--- src/rtl/boot_loader.sv ---
// rtl/boot_loader.sv - serial 8N1 boot loader that writes a framed image into word memory
module boot_loader #(
    parameter int CLKS_PER_BIT = 2604,
    parameter int AW           = 15
) (
    input  logic          clk,
    input  logic          rst_n,
    input  logic          rxd,
    output logic          mem_we,
    output logic [AW-1:0] mem_addr,
    output logic [15:0]   mem_din,
    output logic [1:0]    mem_mask,
    output logic          halt_n,
    output logic          cpu_rst_n,
    output logic          busy,
    output logic          err
);

    localparam int CW = $clog2(CLKS_PER_BIT);
    localparam logic [CW-1:0] BIT_LAST  = CW'(CLKS_PER_BIT - 1);
    localparam logic [CW-1:0] HALF_LAST = CW'(CLKS_PER_BIT / 2 - 1);

    typedef enum logic [1:0] {RX_IDLE, RX_START, RX_DATA, RX_STOP} rx_state_t;
    typedef enum logic [3:0] {
        SYNC, ADDR_H, ADDR_L, LEN_H, LEN_L, DATA_H, DATA_L, CSUM, DONE
    } fr_state_t;

    logic            rxd_s1_q, rxd_s2_q, rxd_prev_q;
    rx_state_t       rx_state_q, rx_state_d;
    logic [CW-1:0]   rx_cnt_q, rx_cnt_d;
    logic [2:0]      rx_bit_q, rx_bit_d;
    logic [7:0]      rx_shift_q, rx_shift_d;
    logic            byte_valid, frame_err;

    fr_state_t       fr_state_q, fr_state_d;
    logic [AW-1:0]   addr_q, addr_d;
    logic [7:0]      addr_hi_q, addr_hi_d;
    logic [15:0]     len_q, len_d;
    logic [7:0]      hi_q, hi_d;
    logic [7:0]      csum_q, csum_d;
    logic [15:0]     din_q, din_d;
    logic            we_q, we_d;
    logic            err_q, err_d;
    logic [4:0]      done_cnt_q, done_cnt_d;

    // Receiver: start edge, half-bit confirm, then whole-bit sampling up to the stop bit
    always_comb begin
        rx_state_d = rx_state_q;
        rx_cnt_d   = rx_cnt_q + CW'(1);
        rx_bit_d   = rx_bit_q;
        rx_shift_d = rx_shift_q;
        byte_valid = 1'b0;
        frame_err  = 1'b0;
        case (rx_state_q)
            RX_IDLE: begin
                rx_cnt_d = '0;
                if (rxd_prev_q && !rxd_s2_q) rx_state_d = RX_START;
            end
            RX_START: begin
                if (rx_cnt_q == HALF_LAST) begin
                    rx_cnt_d   = '0;
                    rx_bit_d   = 3'd0;
                    rx_state_d = rxd_s2_q ? RX_IDLE : RX_DATA;
                end
            end
            RX_DATA: begin
                if (rx_cnt_q == BIT_LAST) begin
                    rx_cnt_d   = '0;
                    rx_shift_d = {rxd_s2_q, rx_shift_q[7:1]};
                    if (rx_bit_q == 3'd7) rx_state_d = RX_STOP;
                    else                  rx_bit_d   = rx_bit_q + 3'd1;
                end
            end
            RX_STOP: begin
                if (rx_cnt_q == BIT_LAST) begin
                    rx_cnt_d   = '0;
                    rx_state_d = RX_IDLE;
                    byte_valid = rxd_s2_q;
                    frame_err  = !rxd_s2_q;
                end
            end
            default: rx_state_d = RX_IDLE;
        endcase
    end

    // Frame parser; the address bump after a write is independent of byte arrival
    always_comb begin
        fr_state_d = fr_state_q;
        addr_d     = we_q ? addr_q + AW'(1) : addr_q;
        addr_hi_d  = addr_hi_q;
        len_d      = len_q;
        hi_d       = hi_q;
        csum_d     = csum_q;
        din_d      = din_q;
        we_d       = 1'b0;
        err_d      = err_q;
        done_cnt_d = done_cnt_q;
        if (fr_state_q == DONE && done_cnt_q != 5'd16) done_cnt_d = done_cnt_q + 5'd1;
        if (frame_err && fr_state_q != DONE) begin
            err_d      = 1'b1;
            fr_state_d = SYNC;
        end else if (byte_valid) begin
            case (fr_state_q)
                SYNC: begin
                    if (rx_shift_q == 8'hA5) begin
                        fr_state_d = ADDR_H;
                        csum_d     = 8'h00;
                        err_d      = 1'b0;
                    end
                end
                ADDR_H: begin
                    addr_hi_d  = rx_shift_q;
                    fr_state_d = ADDR_L;
                end
                ADDR_L: begin
                    addr_d     = AW'({addr_hi_q, rx_shift_q});
                    fr_state_d = LEN_H;
                end
                LEN_H: begin
                    len_d      = {rx_shift_q, len_q[7:0]};
                    fr_state_d = LEN_L;
                end
                LEN_L: begin
                    len_d      = {len_q[15:8], rx_shift_q};
                    fr_state_d = ({len_q[15:8], rx_shift_q} == 16'h0000) ? CSUM : DATA_H;
                end
                DATA_H: begin
                    hi_d       = rx_shift_q;
                    csum_d     = csum_q ^ rx_shift_q;
                    fr_state_d = DATA_L;
                end
                DATA_L: begin
                    din_d      = {hi_q, rx_shift_q};
                    we_d       = 1'b1;
                    csum_d     = csum_q ^ rx_shift_q;
                    len_d      = len_q - 16'd1;
                    fr_state_d = (len_q == 16'd1) ? CSUM : DATA_H;
                end
                CSUM: begin
                    if (rx_shift_q == csum_q) begin
                        fr_state_d = DONE;
                    end else begin
                        err_d      = 1'b1;
                        fr_state_d = SYNC;
                    end
                end
                DONE:    fr_state_d = DONE;
                default: fr_state_d = SYNC;
            endcase
        end
    end

    always_ff @(posedge clk or negedge rst_n) begin
        if (!rst_n) begin
            rxd_s1_q   <= 1'b1;
            rxd_s2_q   <= 1'b1;
            rxd_prev_q <= 1'b1;
            rx_state_q <= RX_IDLE;
            rx_cnt_q   <= '0;
            rx_bit_q   <= 3'd0;
            rx_shift_q <= 8'h00;
            fr_state_q <= SYNC;
            addr_q     <= '0;
            addr_hi_q  <= 8'h00;
            len_q      <= 16'h0000;
            hi_q       <= 8'h00;
            csum_q     <= 8'h00;
            din_q      <= 16'h0000;
            we_q       <= 1'b0;
            err_q      <= 1'b0;
            done_cnt_q <= 5'd0;
        end else begin
            rxd_s1_q   <= rxd;
            rxd_s2_q   <= rxd_s1_q;
            rxd_prev_q <= rxd_s2_q;
            rx_state_q <= rx_state_d;
            rx_cnt_q   <= rx_cnt_d;
            rx_bit_q   <= rx_bit_d;
            rx_shift_q <= rx_shift_d;
            fr_state_q <= fr_state_d;
            addr_q     <= addr_d;
            addr_hi_q  <= addr_hi_d;
            len_q      <= len_d;
            hi_q       <= hi_d;
            csum_q     <= csum_d;
            din_q      <= din_d;
            we_q       <= we_d;
            err_q      <= err_d;
            done_cnt_q <= done_cnt_d;
        end
    end

    assign mem_we    = we_q;
    assign mem_addr  = addr_q;
    assign mem_din   = din_q;
    assign mem_mask  = {2{we_q}};
    assign halt_n    = (fr_state_q == DONE);
    assign cpu_rst_n = (done_cnt_q == 5'd16);
    assign busy      = (fr_state_q != SYNC) && (fr_state_q != DONE);
    assign err       = err_q;

endmodule

--- config.mk ---
export PLATFORM = sky130hd
export DESIGN_NAME = boot_loader
export DESIGN_NICKNAME = d
export VERILOG_FILES = /design/src/rtl/boot_loader.sv
export SDC_FILE = /design/constraint.sdc
export NUM_CORES = 1
export LEC_CHECK = 0
export ABC_AREA = 1
export BUFFER_PORTS_ARGS = -buffer_cell sky130_fd_sc_hd__buf_2
export CORE_UTILIZATION = 50
export CTS_BUF_LIST = sky130_fd_sc_hd__clkbuf_4 sky130_fd_sc_hd__clkbuf_8
export DETAILED_ROUTE_END_ITERATION = 6
export PLACE_DENSITY = 0.67
export SYNTH_ARGS = -nofsm -noshare
export SYNTH_HDL_FRONTEND = slang
export SYNTH_SLANG_ARGS = --single-unit
--- constraint.sdc ---
create_clock -name clk -period 3 [get_ports clk]
set_clock_uncertainty 0.1 [all_clocks]
set_input_delay 0.15 -clock clk [delete_from_list [all_inputs] [get_ports clk]]
set_output_delay 0.15 -clock clk [all_outputs]
set_load 0.01 [all_outputs]
==> results of run 1 <==
-- per-stage QoR --
stage	std cells	cell area (sq um)	hold slack, ps	total power [uW]	utilization
after floorplan	786	5940	-246	1800	-
final	968	6450	230	2860	0.561
after global placement	950	6210	152	1880	0.539
after CTS	968	6450	252	2900	0.561
after global routing	968	6450	279	3000	0.561
after detailed placement	950	6210	147	1890	0.539
-- logic make-up after synthesis --
logic type,share of synthesized area
adders and majority gates,0.0190
buffers and inverters,0.0739
muxes,0.00169
DFF,0.460
AOI/OAI and AO/OA,0.0571
and+or+nand+nor,0.349
xor gates and xnor gates,0.0398
-- report_power, final --
part | internal [uW] | switching (uW)
Sequential | 1520 | 53.3
Clock | 474 | 530
Combinational | 83.3 | 206
Total | 2080 | 789
-- sequential cells by signal, indices dropped and copies added (netlist names), 3 cells and up, named ones only --
name,count
done_cnt_q,5
rx_cnt_q,12
len_q,16
csum_q,8
addr_hi_q,7
fr_state_q,4
mem_din,16
mem_addr,15
hi_q,8
rx_bit_q,3
rx_shift_q,8
-- layout make-up --
type | count | area, sq um | share of cell area
Clock buffer | 9 | 124 | 0.0192
Multi-Input combinational cell | 573 | 2770 | 0.429
Sequential cell | 109 | 2730 | 0.423
Tap cell | 143 | 179 | 0.0277
Timing Repair Buffer | 45 | 245 | 0.0380
Inverter | 82 | 308 | 0.0477
Clock inverter | 7 | 98.8 | 0.0153
-- cell usage after synthesis (4+ instances only) --
library cell | n | area, sq um
nand2_1 | 275 | 1030
dfrtp_1 | 106 | 2650
nor2_1 | 82 | 308
inv_1 | 74 | 278
nand3_1 | 52 | 260
o21ai_0 | 40 | 200
xor2_1 | 16 | 140
nor3_1 | 14 | 70.1
buf_2 | 12 | 60.1
nand4_1 | 12 | 75.1
a21oi_1 | 11 | 55.1
xnor2_1 | 11 | 96.3
ha_1 | 9 | 113
o21ai_1 | 9 | 45.0
inv_2 | 8 | 30.0
nor2_4 | 7 | 78.8
nor2_2 | 6 | 37.5
clkbuf_1 | 4 | 15.0
nand3_2 | 4 | 40.0
-- path summary, 6_finish.rpt --
path | start | end | depth (start not counted)
worst max-delay path | rx_cnt_q[0] | mem_addr[12] | 8
worst min-delay path | rst_n | mem_addr[3] | 2
worst max register to register | rx_cnt_q[0] | mem_addr[12] | 8
worst min register to register | rxd_s1_q | rxd_s2_q | 0
max in group asynchronous | rst_n | mem_din[7] | 3
min in group clk | rxd_s1_q | rxd_s2_q | 0
-- worst max-delay path, stage by stage (launching register included) --
cell,delay (ps)
dfrtp_1,460
ha_1,240
nand2_1,70
nor2_1,150
nand3_2,130
nor3_2,190
nand2_1,360
nor2_1,230
a21oi_1,60
-- per-layer routing --
layer  vias up  track usage
met5         -            0
met2       129        0.370
met4         0       0.0895
met1      2335        0.321
met3        19       0.0476
li1       2541            -
-- cells in the final DEF, fill, tap and decap left out, drive strengths merged --
cell type    count
dfstp            3
bufinv           2
clkinvlp         3
nor2            96
inv             83
nor4             2
nor3            18
o22ai            3
xnor2           11
a21oi           11
nand3b           3
nand4           12
buf             43
mux2i            1
clkbuf           9
dfrtp          106
clkinv           1
nand3           57
nand2          279
o21bai           1
xor2            16
a31oi            2
ha               9
dlygate4sd3      2
nor3b            1
or2              2
o21ai           49
==> flow_results.xml, run 1 <==
<?xml version="1.0" encoding="UTF-8"?>
<metrics>
  <group name="run_status">
    <metric name="result_of_the_run" unit="">finished, violations left</metric>
    <metric name="violations_in_the_final_reports" unit="">DRC</metric>
  </group>
  <group name="sta">
    <metric name="hold_violations" unit="">0</metric>
    <metric name="finalMaxSlewViolations" unit="">0</metric>
    <metric name="finalSetupViolCount" unit="">0</metric>
    <metric name="timing.final.crit_period" unit="ps">2130</metric>
    <metric name="timing_worst_slew_pin_value" unit="ps">708</metric>
    <metric name="final.setup.worst_slack" unit="ps">873</metric>
    <metric name="fin_setup_tns" unit="ps">0</metric>
    <metric name="timing.fmax" unit="GHz">0.470</metric>
    <metric name="max_slew_margin" unit="">0.528</metric>
    <metric name="grt_setup_unrepaired" unit="">no</metric>
    <metric name="timing.final.crit_share" unit="">0.709</metric>
  </group>
  <group name="pwr">
    <metric name="ir_worst_vdd" unit="uV">250</metric>
    <metric name="power.static_leakage" unit="uW">0.00338</metric>
    <metric name="power_per_standard_cell_area" unit="nW/um^2">444</metric>
  </group>
  <group name="synthesis">
    <metric name="synth_area" unit="sq um">5940</metric>
    <metric name="synth.yosys.seq_area_share" unit="">0.460</metric>
    <metric name="synth.net_count" unit="">798</metric>
    <metric name="ys_warn_count" unit="">0</metric>
    <metric name="number_of_enable_flip_flop_cells_after_synthesis" unit="">0</metric>
    <metric name="synth_seq_cells" unit="">109</metric>
    <metric name="yosysUniqueCellTypes" unit="">37</metric>
    <metric name="post_synth.cell_area_avg" unit="sq um">7.56</metric>
    <metric name="ys.flop_type" unit="">dfrtp_1</metric>
    <metric name="synthArstFlopShare" unit="">1.00</metric>
    <metric name="postSynthCellCount" unit="">786</metric>
  </group>
  <group name="clock_network">
    <metric name="cts_buffers" unit="">9</metric>
    <metric name="cts_tree" unit="">yes</metric>
    <metric name="clock_path_buffers" unit="">2</metric>
    <metric name="post-cts-setup-buffer-count" unit="">0</metric>
    <metric name="worst_setup_hold_path_clk_slew" unit="ps">110</metric>
    <metric name="number_of_cells_upsized_or_downsized_after_cts" unit="">0</metric>
    <metric name="holdBufCountCts" unit="">2</metric>
    <metric name="insertion_delay" unit="ps">390</metric>
    <metric name="cts.root.buffer_cell" unit="">clkbuf_8</metric>
    <metric name="ctsHtreeMaxLevel" unit="">3</metric>
    <metric name="cts_sinks" unit="">109</metric>
  </group>
  <group name="floorplan">
    <metric name="chipHeight" unit="um">111</metric>
    <metric name="std_cell_rows" unit="">39</metric>
    <metric name="die_area" unit="sq um">12300</metric>
    <metric name="io_pins" unit="">41</metric>
    <metric name="floorplan.die.width" unit="um">111</metric>
    <metric name="design.core.area" unit="sq um">11500</metric>
    <metric name="initial_utilization" unit="">0.516</metric>
  </group>
  <group name="cells_and_area">
    <metric name="fraction_of_layout_instances_using_a_drive_strength_above_1" unit="">0.119</metric>
    <metric name="finish.net_count" unit="">832</metric>
    <metric name="number_of_diodes" unit="">0</metric>
    <metric name="syn2layout_area_growth" unit="%">8.68</metric>
    <metric name="layout_filler_cell_count" unit="">1099</metric>
  </group>
  <group name="route">
    <metric name="wl_per_cell" unit="um">13.9</metric>
    <metric name="met3_wirelength" unit="um">702</metric>
    <metric name="drt-pass1-iter-count" unit="">7</metric>
    <metric name="vias_per_cell" unit="">5.19</metric>
    <metric name="drc_errors" unit="">18</metric>
    <metric name="ant_nets" unit="">0</metric>
    <metric name="m1WireLength" unit="um">6490</metric>
    <metric name="drt_first_iter_violations" unit="">348</metric>
    <metric name="detailroute.via_count" unit="">5024</metric>
    <metric name="met2WireLength" unit="um">6000</metric>
    <metric name="route.top_layer_used" unit="">met4</metric>
    <metric name="totalWireLength" unit="um">13400</metric>
  </group>
  <group name="grt">
    <metric name="global_route_wire_length_before_repair" unit="um">23100</metric>
    <metric name="grt_max_degree" unit="">56</metric>
    <metric name="grt_use_total" unit="">0.235</metric>
    <metric name="grt_overflow" unit="">0</metric>
    <metric name="antenna_found_initial" unit="">0</metric>
    <metric name="grt_pass1_vias" unit="">4872</metric>
  </group>
  <group name="placement">
    <metric name="place_worst_setup_slack" unit="ps">886</metric>
    <metric name="numPortBuffers" unit="">40</metric>
    <metric name="detailedPlacementHpwl" unit="um">9770</metric>
    <metric name="gp_congestion" unit="">0.872</metric>
  </group>
  <group name="hold_path">
    <metric name="hold_path.class" unit="">in2async</metric>
  </group>
  <group name="worst_setup_path">
    <metric name="worstPathRequired" unit="ps">3170</metric>
    <metric name="crit_path_max_fanout" unit="">15</metric>
    <metric name="worst-setup-path-type" unit="">reg2reg</metric>
    <metric name="arrival" unit="ps">2300</metric>
    <metric name="timing.critical_path.to_type" unit="">flop</metric>
    <metric name="setup.worst_path.start_class" unit="">flop</metric>
    <metric name="setup.reg_to_reg.worst_slack" unit="ps">870</metric>
  </group>
  <group name="job">
    <metric name="max_cap_viol_count" unit="">0</metric>
  </group>
</metrics>
Power figures use the tool's default switching activity.
==> run 2, diff against run 1 <==
- ABC_AREA: 1 -> 0
- clock period: 3 -> 2.2 ns (I/O delays scaled with it)
==> flow_results.xml, run 2 <==
<?xml version="1.0" encoding="UTF-8"?>
<metrics>
  <group name="run_status">
    <metric name="result_of_the_run" unit="">completed</metric>
  </group>
  <group name="route">
    <metric name="drt-pass1-iter-count" unit="">6</metric>
    <metric name="drt_first_iter_violations" unit="">238</metric>
    <metric name="ant_nets" unit="">0</metric>
    <metric name="vias_per_cell" unit="">5.62</metric>
    <metric name="wl_per_cell" unit="um">16.4</metric>
    <metric name="totalWireLength" unit="um">12000</metric>
    <metric name="drc_errors" unit="">0</metric>
    <metric name="detailroute.via_count" unit="">4123</metric>
  </group>
  <group name="clock_network">
    <metric name="cts_buffers" unit="">9</metric>
    <metric name="cts_sinks" unit="">109</metric>
    <metric name="insertion_delay" unit="ps">370</metric>
    <metric name="clock_path_buffers" unit="">2</metric>
    <metric name="worst_setup_hold_path_clk_slew" unit="ps">100</metric>
    <metric name="cts.root.buffer_cell" unit="">clkbuf_8</metric>
    <metric name="ctsHtreeMaxLevel" unit="">3</metric>
    <metric name="cts_tree" unit="">yes</metric>
  </group>
  <group name="synthesis">
    <metric name="postSynthCellCount" unit="">531</metric>
    <metric name="number_of_enable_flip_flop_cells_after_synthesis" unit="">0</metric>
    <metric name="synth.net_count" unit="">543</metric>
    <metric name="synth_most_common_cell" unit="">dfrtp_1</metric>
    <metric name="synth_seq_cells" unit="">109</metric>
    <metric name="post_synth.cell_area_avg" unit="sq um">10.4</metric>
    <metric name="ys.flop_type" unit="">dfrtp_1</metric>
    <metric name="synth.yosys.seq_area_share" unit="">0.494</metric>
    <metric name="synth_area" unit="sq um">5530</metric>
    <metric name="post-synth-top-area-fraction" unit="">0.479</metric>
    <metric name="synth.top_cells.by_area" unit="">dfrtp_1 (48%), mux2_2 (7.9%), nor2_1 (3.9%)</metric>
    <metric name="netlist_top_cells_count" unit="">dfrtp_1 (106), nor2_1 (58), mux2_2 (39), o21ai_0 (39), a21oi_1 (32)</metric>
    <metric name="synthDominantAreaCellType" unit="">dfrtp_1</metric>
    <metric name="synthArstFlopShare" unit="">1.00</metric>
    <metric name="yosysUniqueCellTypes" unit="">60</metric>
    <metric name="ys_warn_count" unit="">0</metric>
  </group>
  <group name="grt">
    <metric name="antenna_found_initial" unit="">0</metric>
    <metric name="top_usage_layer" unit="">met2</metric>
    <metric name="grt_overflow" unit="">0</metric>
    <metric name="grt_use_total" unit="">0.221</metric>
    <metric name="grt_max_degree" unit="">45</metric>
    <metric name="gr-usage-met1" unit="">0.299</metric>
    <metric name="grtUsageMet3" unit="">0.0310</metric>
    <metric name="grt_pass1_vias" unit="">3950</metric>
    <metric name="global_route_wire_length_before_repair" unit="um">19600</metric>
    <metric name="grt_use_met2" unit="">0.362</metric>
  </group>
  <group name="cells_and_area">
    <metric name="most-common-layout-cells" unit="">dfrtp_1 (106), nor2_1 (57), o21ai_0 (39), mux2_2 (39), buf_2 (39)</metric>
    <metric name="layout.cells.non_filler" unit="">734</metric>
    <metric name="finish.net_count" unit="">602</metric>
    <metric name="mostFrequentLayoutCell" unit="">dfrtp_1</metric>
    <metric name="fraction_of_layout_instances_using_a_drive_strength_above_1" unit="">0.266</metric>
    <metric name="number_of_diodes" unit="">0</metric>
    <metric name="syn2layout_area_growth" unit="%">13.7</metric>
    <metric name="postLayoutCoreUtil" unit="">0.583</metric>
  </group>
  <group name="pwr">
    <metric name="total_switching_power" unit="uW">738</metric>
    <metric name="pwr-share-clk" unit="">0.369</metric>
    <metric name="power_per_standard_cell_area" unit="nW/um^2">529</metric>
    <metric name="ir_worst_vdd" unit="uV">322</metric>
    <metric name="power_switching_share" unit="">0.222</metric>
    <metric name="power.static_leakage" unit="uW">0.00303</metric>
    <metric name="internal_power" unit="uW">2590</metric>
    <metric name="share_comb_of_total_power" unit="">0.024</metric>
    <metric name="seq_power_share" unit="">0.607</metric>
  </group>
  <group name="worst_setup_path">
    <metric name="setup.worst_path.start_class" unit="">flop</metric>
    <metric name="arrival" unit="ps">2280</metric>
    <metric name="crit_path_max_fanout" unit="">8</metric>
    <metric name="setup.reg_to_reg.worst_slack" unit="ps">90</metric>
    <metric name="timing.critical_path.slowest_stage_cell" unit="">dfrtp_1</metric>
    <metric name="critical_path.cell_chain" unit="">ha_2, nor3b_1, nand4_1, nor2_2, nand3_4, mux2_2</metric>
    <metric name="worstPathRequired" unit="ps">2360</metric>
    <metric name="timing.critical_path.to_type" unit="">flop</metric>
    <metric name="crit-reg2reg-launch" unit="">rx_cnt_q[0]</metric>
    <metric name="r2r_cells" unit="">6</metric>
    <metric name="slowest_delay" unit="ps">430</metric>
    <metric name="critical_path.reg2reg.endpoint" unit="">hi_q[4]</metric>
    <metric name="worst-setup-path-type" unit="">reg2reg</metric>
  </group>
  <group name="floorplan">
    <metric name="std_cell_rows" unit="">38</metric>
    <metric name="chipHeight" unit="um">107</metric>
    <metric name="io_pins" unit="">41</metric>
    <metric name="floorplan.die.width" unit="um">107</metric>
    <metric name="initial_utilization" unit="">0.513</metric>
    <metric name="die_area" unit="sq um">11500</metric>
    <metric name="design.core.area" unit="sq um">10800</metric>
  </group>
  <group name="job">
    <metric name="max_cap_viol_count" unit="">0</metric>
  </group>
  <group name="hold_path">
    <metric name="hold_path.class" unit="">in2async</metric>
  </group>
  <group name="placement">
    <metric name="numPortBuffers" unit="">40</metric>
    <metric name="detailedPlacementHpwl" unit="um">8470</metric>
    <metric name="placedCellCount" unit="">716</metric>
    <metric name="gp_congestion" unit="">0.841</metric>
  </group>
  <group name="sta">
    <metric name="max_slew_margin" unit="">0.653</metric>
    <metric name="finalSetupViolCount" unit="">0</metric>
    <metric name="timing.final.crit_share" unit="">0.961</metric>
    <metric name="timing.final.crit_period" unit="ps">2110</metric>
    <metric name="hold_violations" unit="">0</metric>
    <metric name="timing.fmax" unit="GHz">0.473</metric>
    <metric name="hold-worst-slack" unit="ps">94.9</metric>
    <metric name="finalMaxSlewViolations" unit="">0</metric>
    <metric name="timing_worst_slew_pin_value" unit="ps">516</metric>
    <metric name="fin_setup_tns" unit="ps">0</metric>
  </group>
</metrics>
## run 2: changes by cell type after synthesis, sizes merged, moves of 8 or more
cell	change
o21ai	+11
mux2	+39
buf	+10
nand2	-258
a22oi	+8
xnor2	+11
inv	-67
nand3	-36
nor2	-36
a21oi	+21
## run 2: critical path: cells and delay by family, from the launching register on
kind	cells	cell delay [ps]
adders and majority gates	1	230
and+or+nand+nor	4	930
muxes	1	320
DFF	1	430
## run 2: kinds of logic (layout without fill, tap and decap cells)
group / count (synthesis) / in the layout / synth area share
simple gates: 172 / 172 / 0.181
buf+inv: 47 / 110 / 0.0443
compound gates: 117 / 117 / 0.121
xor+xnor: 37 / 37 / 0.0586
mux: 40 / 40 / 0.0812
flops: 109 / 109 / 0.494
fa+ha+maj: 9 / 9 / 0.0203
## run 2: what timing repair did
action                                  in CTS  in global routing
hold endpoints to repair                   107                  0
buffers inserted                             0                  1
hold buffers                                 2                  0
endpoints found under the setup margin       0                 23
gates resized for setup                      0                  6
## run 2: layout make-up
class / count / area (sq um)
Fill cell: 901 / 4500
Tap cell: 140 / 175
Timing Repair Buffer: 80 / 546
Multi-Input combinational cell: 375 / 2590
Inverter: 15 / 56.3
Sequential cell: 109 / 2730
Clock buffer: 10 / 138
Clock inverter: 5 / 60.1
## run 2: per-layer routing
| metal | wire length (um) | vias up |
|---|---|---|
| li1 | - | 2000 |
| met1 | 5630 | 2017 |
| met2 | 5750 | 86 |
| met3 | 420 | 20 |
| met4 | 223 | 0 |
| met5 | 0 | - |
## run 2: power by group through the flow
stage	registers [uW]	logic (uW)	clock network [uW]
after CTS	2020	78.6	1260
after detailed placement	2060	75.3	0
after global routing	2020	91.9	1330
final	2020	78.3	1230
after floorplan	2060	18.6	0
after global placement	2060	74.1	0
## run 2: worst max path at each step
stage	to	startpoint	slack, ps
after floorplan	mem_din[10]	rx_cnt_q[0]	180
after global placement	hi_q[2]	rx_cnt_q[0]	140
after detailed placement	hi_q[4]	rx_cnt_q[0]	50
after CTS	hi_q[4]	rx_cnt_q[0]	30
after global routing	csum_q[2]	fr_state_q[0]	-10
final	hi_q[4]	rx_cnt_q[0]	90
## run 2: per-stage QoR
stage	instance area, sq um	setup slack [ps]	power [uW]
after floorplan	5530	180	2080
final	6290	86.8	3330
after CTS	6260	34.9	3360
after global placement	6040	138	2130
after global routing	6290	-9.75	3440
after detailed placement	6040	45.7	2140
